--- config.mk ---
export PLATFORM = sky130hd
export DESIGN_NAME = twiddle_seq_gen
export DESIGN_NICKNAME = d
export VERILOG_FILES = /design/src/rtl/twiddle_seq_gen.sv
export SDC_FILE = /design/constraint.sdc
export NUM_CORES = 1
export LEC_CHECK = 0
export CORE_MARGIN = 5
export CORE_UTILIZATION = 61
export DETAILED_ROUTE_END_ITERATION = 10
export GPL_TIMING_DRIVEN = 0
export PLACE_DENSITY = 0.88
export SLEW_MARGIN = 40
export SYNTH_ARGS = -nofsm -noshare
export SYNTH_HDL_FRONTEND = slang
export SYNTH_SLANG_ARGS = --single-unit
--- constraint.sdc ---
create_clock -name clock -period 7.3 [get_ports clock]
set_clock_uncertainty 0.15 [all_clocks]
set_input_delay 1.095 -clock clock [delete_from_list [all_inputs] [get_ports clock]]
set_output_delay 1.095 -clock clock [all_outputs]
set_load 0.03 [all_outputs]
--- src/rtl/twiddle_seq_gen.sv ---
// Twiddle-factor source for one radix-2^2 SDF FFT stage: index sequencer, folded
// quarter-wave cosine ROM and a two-stage registered output with valid/ready handshake.
module twiddle_seq_gen #(
  parameter int LOG2N      = 6,
  parameter int STAGE      = 0,
  parameter int TW_WIDTH   = 16,
  parameter int CONTINUOUS = 0
) (
  input  logic                clock,
  input  logic                reset_n,
  input  logic                start,
  input  logic                inverse,
  output logic                busy,
  output logic                tw_valid,
  input  logic                tw_ready,
  output logic [TW_WIDTH-1:0] tw_real,
  output logic [TW_WIDTH-1:0] tw_imag,
  output logic                tw_bypass,
  output logic                tw_last
);

  localparam int  N       = 1 << LOG2N;
  localparam int  MW      = LOG2N - 2 * STAGE;
  localparam int  M       = 1 << MW;
  localparam int  QW      = LOG2N - 2;
  localparam int  QUARTER = N / 4;
  localparam real PI      = 3.14159265358979323846;

  localparam logic [TW_WIDTH-1:0] MAXV = {1'b0, {(TW_WIDTH-1){1'b1}}};
  localparam logic [TW_WIDTH-1:0] MINV = {1'b1, {(TW_WIDTH-1){1'b0}}};

  typedef enum logic {IDLE, RUN} state_t;

  state_t           state_q, state_d;
  logic [MW-1:0]    count_q, count_d;
  logic             inv_q, inv_d;
  logic             en, issue, lastIssue;

  logic [LOG2N-1:0] mulW, qExt, kProd, kIdx;

  logic             valid1_q, last1_q, byp1_q, inv1_q;
  logic [1:0]       quad1_q;
  logic [QW-1:0]    r1_q;

  logic [TW_WIDTH-1:0] romTable [0:QUARTER];
  logic [QW:0]         idxA, idxB;
  logic [TW_WIDTH-1:0] cA, cB, foldRe, foldIm;

  logic                tw_valid_q, last_q, byp_q;
  logic [TW_WIDTH-1:0] twReal_q, twImag_q;

  // Rounded, saturated cos(2*pi*j/N) in signed Q1.(TW_WIDTH-1), evaluated at elaboration.
  function automatic logic [TW_WIDTH-1:0] cosEntry(input int j);
    real x;
    int  v;
    x = $cos(2.0 * PI * real'(j) / real'(N)) * (2.0 ** (TW_WIDTH - 1));
    v = (x >= 0.0) ? $rtoi(x + 0.5) : -$rtoi(-x + 0.5);
    if (v > int'(MAXV)) v = int'(MAXV);
    return TW_WIDTH'(v);
  endfunction

  // Full scale +max and -2^(W-1) swap on negation so neither wraps.
  function automatic logic [TW_WIDTH-1:0] satNeg(input logic [TW_WIDTH-1:0] x);
    if (x == MAXV)      return MINV;
    else if (x == MINV) return MAXV;
    else                return -x;
  endfunction

  for (genvar j = 0; j <= QUARTER; j++) begin : g_rom
    assign romTable[j] = cosEntry(j);
  end

  always_ff @(posedge clock or negedge reset_n) begin
    if (!reset_n) begin
      state_q <= IDLE;
      count_q <= '0;
      inv_q   <= 1'b0;
    end else begin
      state_q <= state_d;
      count_q <= count_d;
      inv_q   <= inv_d;
    end
  end

  always_comb begin
    state_d = state_q;
    count_d = count_q;
    inv_d   = inv_q;
    case (state_q)
      IDLE: begin
        if (start) begin
          state_d = RUN;
          count_d = '0;
          inv_d   = inverse;
        end
      end
      RUN: begin
        if (en) begin
          if (lastIssue) begin
            count_d = '0;
            if (CONTINUOUS == 0) state_d = IDLE;
          end else begin
            count_d = count_q + 1'b1;
          end
        end
      end
      default: state_d = IDLE;
    endcase
  end

  always_comb begin
    en        = !tw_valid_q || tw_ready;
    issue     = (state_q == RUN) && en;
    lastIssue = (count_q == MW'(M - 1));
    busy      = (state_q == RUN) || valid1_q || tw_valid_q;
  end

  // k = (mul * q * 4^STAGE) mod N, with mul = {0,2,1,3}[p]; the mod is the natural LOG2N-bit wrap.
  always_comb begin
    case (count_q[MW-1:MW-2])
      2'd0:    mulW = LOG2N'(0);
      2'd1:    mulW = LOG2N'(2);
      2'd2:    mulW = LOG2N'(1);
      default: mulW = LOG2N'(3);
    endcase
    qExt  = LOG2N'(count_q) & LOG2N'(M / 4 - 1);
    kProd = mulW * qExt;
    kIdx  = kProd << (2 * STAGE);
  end

  always_ff @(posedge clock or negedge reset_n) begin
    if (!reset_n) begin
      valid1_q <= 1'b0;
      last1_q  <= 1'b0;
      byp1_q   <= 1'b0;
      inv1_q   <= 1'b0;
      quad1_q  <= '0;
      r1_q     <= '0;
    end else if (en) begin
      valid1_q <= issue;
      if (issue) begin
        last1_q <= lastIssue;
        byp1_q  <= (kIdx == '0);
        inv1_q  <= inv_q;
        quad1_q <= kIdx[LOG2N-1:LOG2N-2];
        r1_q    <= kIdx[QW-1:0];
      end
    end
  end

  // Quadrant folding of the quarter-wave table; cB reads the mirrored entry C[N/4 - r].
  always_comb begin
    idxA = {1'b0, r1_q};
    idxB = (QW+1)'(QUARTER) - idxA;
    cA   = romTable[idxA];
    cB   = romTable[idxB];
    case (quad1_q)
      2'd0:    begin foldRe = cA;         foldIm = satNeg(cB); end
      2'd1:    begin foldRe = satNeg(cB); foldIm = satNeg(cA); end
      2'd2:    begin foldRe = satNeg(cA); foldIm = cB;         end
      default: begin foldRe = cB;         foldIm = cA;         end
    endcase
    if (inv1_q) foldIm = satNeg(foldIm);
    if (byp1_q) begin
      foldRe = '0;
      foldIm = '0;
    end
  end

  always_ff @(posedge clock or negedge reset_n) begin
    if (!reset_n) begin
      tw_valid_q <= 1'b0;
      last_q     <= 1'b0;
      byp_q      <= 1'b0;
      twReal_q   <= '0;
      twImag_q   <= '0;
    end else if (en) begin
      tw_valid_q <= valid1_q;
      last_q     <= valid1_q && last1_q;
      byp_q      <= valid1_q && byp1_q;
      twReal_q   <= valid1_q ? foldRe : '0;
      twImag_q   <= valid1_q ? foldIm : '0;
    end
  end

  assign tw_valid  = tw_valid_q;
  assign tw_last   = last_q;
  assign tw_bypass = byp_q;
  assign tw_real   = twReal_q;
  assign tw_imag   = twImag_q;

endmodule

==> metrics.md <==
| Metric | Value |
|---|---|
| Run status | `complete, no violations` |
| DR pass1 iterations | `6` |
| Pwr dens | `363.4 nW/µm²` |
| Cts hold-fix bufs | `0` |
| Clk buf depth | `2` |
| Number of diodes | `0` |
| GR Util met1 | `0.4708` |
| DP HPWL | `15,630 µm` |
| HP Class | `register to register` |
| Worst-path clk slew | `120 ps` |
| Site Rows | `35` |
| CP startpoint kind | `register` |
| Die ar. | `11,580 µm²` |
| 1st-iter DRT viols | `834` |
| Post-synthesis instance total | `750` |
| # H-tree levels | `2` |
| Fmax achieved | `148.8 MHz` |
| CTS tree | `done` |
| GR Layer Usage met2 | `0.5799` |
| Share of layout cells above drive strength 1 | `0.1114` |
| Seq/Total Area, Yosys | `0.2282` |
| Pre-CTS setup slack | `938.6 ps` |
| Port-buffer cells | `40` |
| Clock power frac | `0.093` |
| Core ar. | `9284 µm²` |
| Slew Viols, Final | `0` |
| Internal power | `1100 µW` |
| Routed WL | `20,830 µm` |
| Post-synth ARST share | `1.000` |
| TNS Setup | `0 ps` |
| Final Total Pwr | `2373 µW` |
| Worst-skew pair later-pin latency | `320 ps` |
| Switching share of power | `0.5364` |
| Resized Gates After CTS | `0` |
| Post-Syn Nets | `774` |
| First-pass GRT wire length | `32,950 µm` |
| Remaining DRCs | `0` |
| Most Used Layer, Global Route | `met2` |
| Syn-to-layout area delta | `12.36%` |
| Maximum VDD drop | `0.1615 mV` |
| Synthesized flop and latch total | `53` |
| Initial Util | `0.6260` |
| Slew @ Worst Pin | `773.1 ps` |
| Final min period | `6719 ps` |
| Number of nets with antenna violations after routing | `0` |
| Logic pwr share | `0.723` |
| Vias per cell | `7.077` |
| Reg2reg start | `r1_q[1]` |
| Hold Vio Cnt, Final | `0` |
| Sw power | `1273 µW` |
| Hold path start | `tw_real[4]` |
| Synth Area per Inst | `7.749 µm²` |
| Setup WS post-layout | `581.5 ps` |
| CTS Buf Count | `5` |
| Fin nets | `822` |
| Via count | `6,567` |
| Number of global-route vias before repair | `6,068` |
| Clock Sink Count | `53` |
| Largest net degree at the start of global routing | `47` |
| Critical path required time | `7430 ps` |
| Synth cell types | `98` |
| Worst Path Arrival | `6850 ps` |
| IO Count | `41` |
| RSZ-0062 raised after global routing | `no` |
| Die width | `107.6 µm` |
| Leak | `0.002662 µW` |
| Routability cong. | `1.064` |
| Post-synth EDFFs | `0` |
| Setup CP Type | `register to register` |
| Total track usage | `0.3596` |
| Rel. slew slack | `0.4824` |
| Clk root buf | `clkbuf_8` |
| Hold WS | `330.6 ps` |
| Sequential power share | `0.184` |
| Max-cap violations | `0` |
| Critical path peak fanout | `12` |
| CP Launch Point | `r1_q[1]` |
| Initial antenna violation count | `0` |
| Worst setup EP type | `register` |
| Fin crit share | `0.9203` |
| Mapped cell area | `5812 µm²` |
| Synth warn | `0` |
| Global route overflow | `0` |
| Post CTS Setup Buffer Count | `0` |
| Routed len/inst | `22.45 µm` |
| M3 GR Usage | `0.06479` |
| Final setup viols | `0` |
| Die Y | `107.6 µm` |
| Ys flop type | `dfrtp_1` |
-- registers in the layout, summed over array words and instances (netlist names) --
signal,flops
tw_imag,16
state_q,1
tw_real,16
inv_q,1
last1_q,1
r1_q,4
inv1_q,1
tw_valid,1
count_q,6
quad1_q,2
valid1_q,1
tw_bypass,1
tw_last,1
byp1_q,1
-- metrics by stage --
step             util  instance area (µm²)  cells
4_1_cts        0.7015                 6513    928
6_report       0.7034                 6530    928
3_3_place_gp   0.6865                 6374    919
2_1_floorplan       -                 5812    750
3_5_place_dp   0.6889                 6396    920
5_1_grt        0.7034                 6530    928
-- final timing paths --
| check | depth (start not counted) | to | slack (ps) |
|---|---|---|---|
| min reg2reg | 2 | tw_real[4] | 330 |
| max reg2reg | 24 | tw_imag[3] | 580 |
| max | 24 | tw_imag[3] | 580 |
| max in group asynchronous | 2 | tw_bypass | 6130 |
| min in group asynchronous | 1 | tw_real[9] | 420 |
| min | 2 | tw_real[4] | 330 |
-- worst max-delay path, stage by stage (launching register included) --
cell      delay (ps)
dfrtp_1          650
buf_4            280
buf_2            270
inv_1            170
ha_1             350
clkbuf_1         420
nand4b_1         240
o221ai_1         140
nor3b_1          110
or3_1            390
inv_1            140
ha_1             160
nand2_1           40
a31oi_1          150
nor4b_2          250
nand4_2          300
a311oi_2         520
ha_1             220
inv_1             90
a311oi_4         290
nand4_4          180
nor4_2           690
o21ai_0          200
nand2_1          120
a32o_1           160
-- power groups by stage --
| stage | Clock (µW) | Sequential, µW | Combinational (µW) |
|---|---|---|---|
| after floorplan | 0 | 554 | 1060 |
| after global placement | 0 | 436 | 1600 |
| after detailed placement | 0 | 441 | 1640 |
| after CTS | 221 | 435 | 1650 |
| after global routing | 231 | 448 | 1830 |
| final | 222 | 436 | 1720 |
-- cell type report --
class / instances / area (µm²)
plain buffers: 59 / 296.5
clock buffers: 5 / 68.82
clock inverters: 3 / 47.55
fillers: 788 / 2754
inverters: 22 / 82.58
multi-input cells: 616 / 4129
flip-flops and latches: 53 / 1326
well taps: 129 / 161.4
repair buffers: 41 / 417.9
-- cell usage in the layout (no fill, tap or decap), drive strengths merged, types with 7 or more instances in the layout --
cell / Yosys / final
and2: 14 / 14
clkdlybuf4s50: 0 / 39
o211ai: 18 / 18
buf: 29 / 31
nand3: 20 / 20
a32o: 7 / 7
ha: 18 / 18
a31oi: 11 / 11
o31ai: 12 / 12
a21o: 7 / 7
inv: 21 / 23
nor4: 8 / 8
a22o: 14 / 14
nor3: 19 / 19
nor2b: 9 / 9
nand2b: 13 / 13
clkbuf: 30 / 35
nand4: 11 / 11
o21ai: 63 / 63
or3: 8 / 8
xnor2: 11 / 11
nor3b: 7 / 7
a211oi: 11 / 11
nor2: 66 / 66
a21oi: 38 / 38
dfrtp: 53 / 53
nand2: 98 / 98
-- kinds of logic (layout without fill, tap and decap cells) --
family | count (synthesis) | in the layout | synth area share
DFF | 53 | 53 | 0.2282
and+or+nand+nor | 309 | 309 | 0.2881
xor gates and xnor gates | 16 | 16 | 0.02411
AOI/OAI and AO/OA | 258 | 258 | 0.3186
adders and majority gates | 19 | 19 | 0.04220
buffers and inverters | 81 | 130 | 0.06523
muxes | 14 | 14 | 0.03358
-- synth_stat cells, types with 6 or more instances --
master    instances  share of area
nor3_1           16          0.014
a32o_1            7          0.012
a21oi_1          38          0.033
a211oi_1         11          0.014
nor3b_1           6         0.0077
nor2_1           65          0.042
mux2i_1           6          0.010
ha_1             18          0.039
dfrtp_1          53           0.23
o211ai_1         18          0.023
and2_1           14          0.015
a31oi_1          10          0.011
nand4_1           9         0.0097
nor2b_1           9         0.0097
nand2_1          98          0.063
o31ai_1          12          0.016
buf_2            15          0.013
inv_1            19          0.012
nand3_1          20          0.017
o21a_1            6         0.0077
o21ai_0          54          0.047
a21o_1            7         0.0090
clkbuf_1         30          0.019
a22o_1           14          0.021
nand2b_1         13          0.014
o21ai_1           9         0.0077
xnor2_1          11          0.017
or3_1             8         0.0086
-- routing by layer --
| layer | routed length (µm) | share of wire |
|---|---|---|
| met1 | 7922 | 0.38 |
| met5 | 0 | 0 |
| met3 | 2537 | 0.12 |
| met4 | 1009 | 0.048 |
| met2 | 9363 | 0.45 |
No activity file was read; power rests on OpenSTA's default activity.
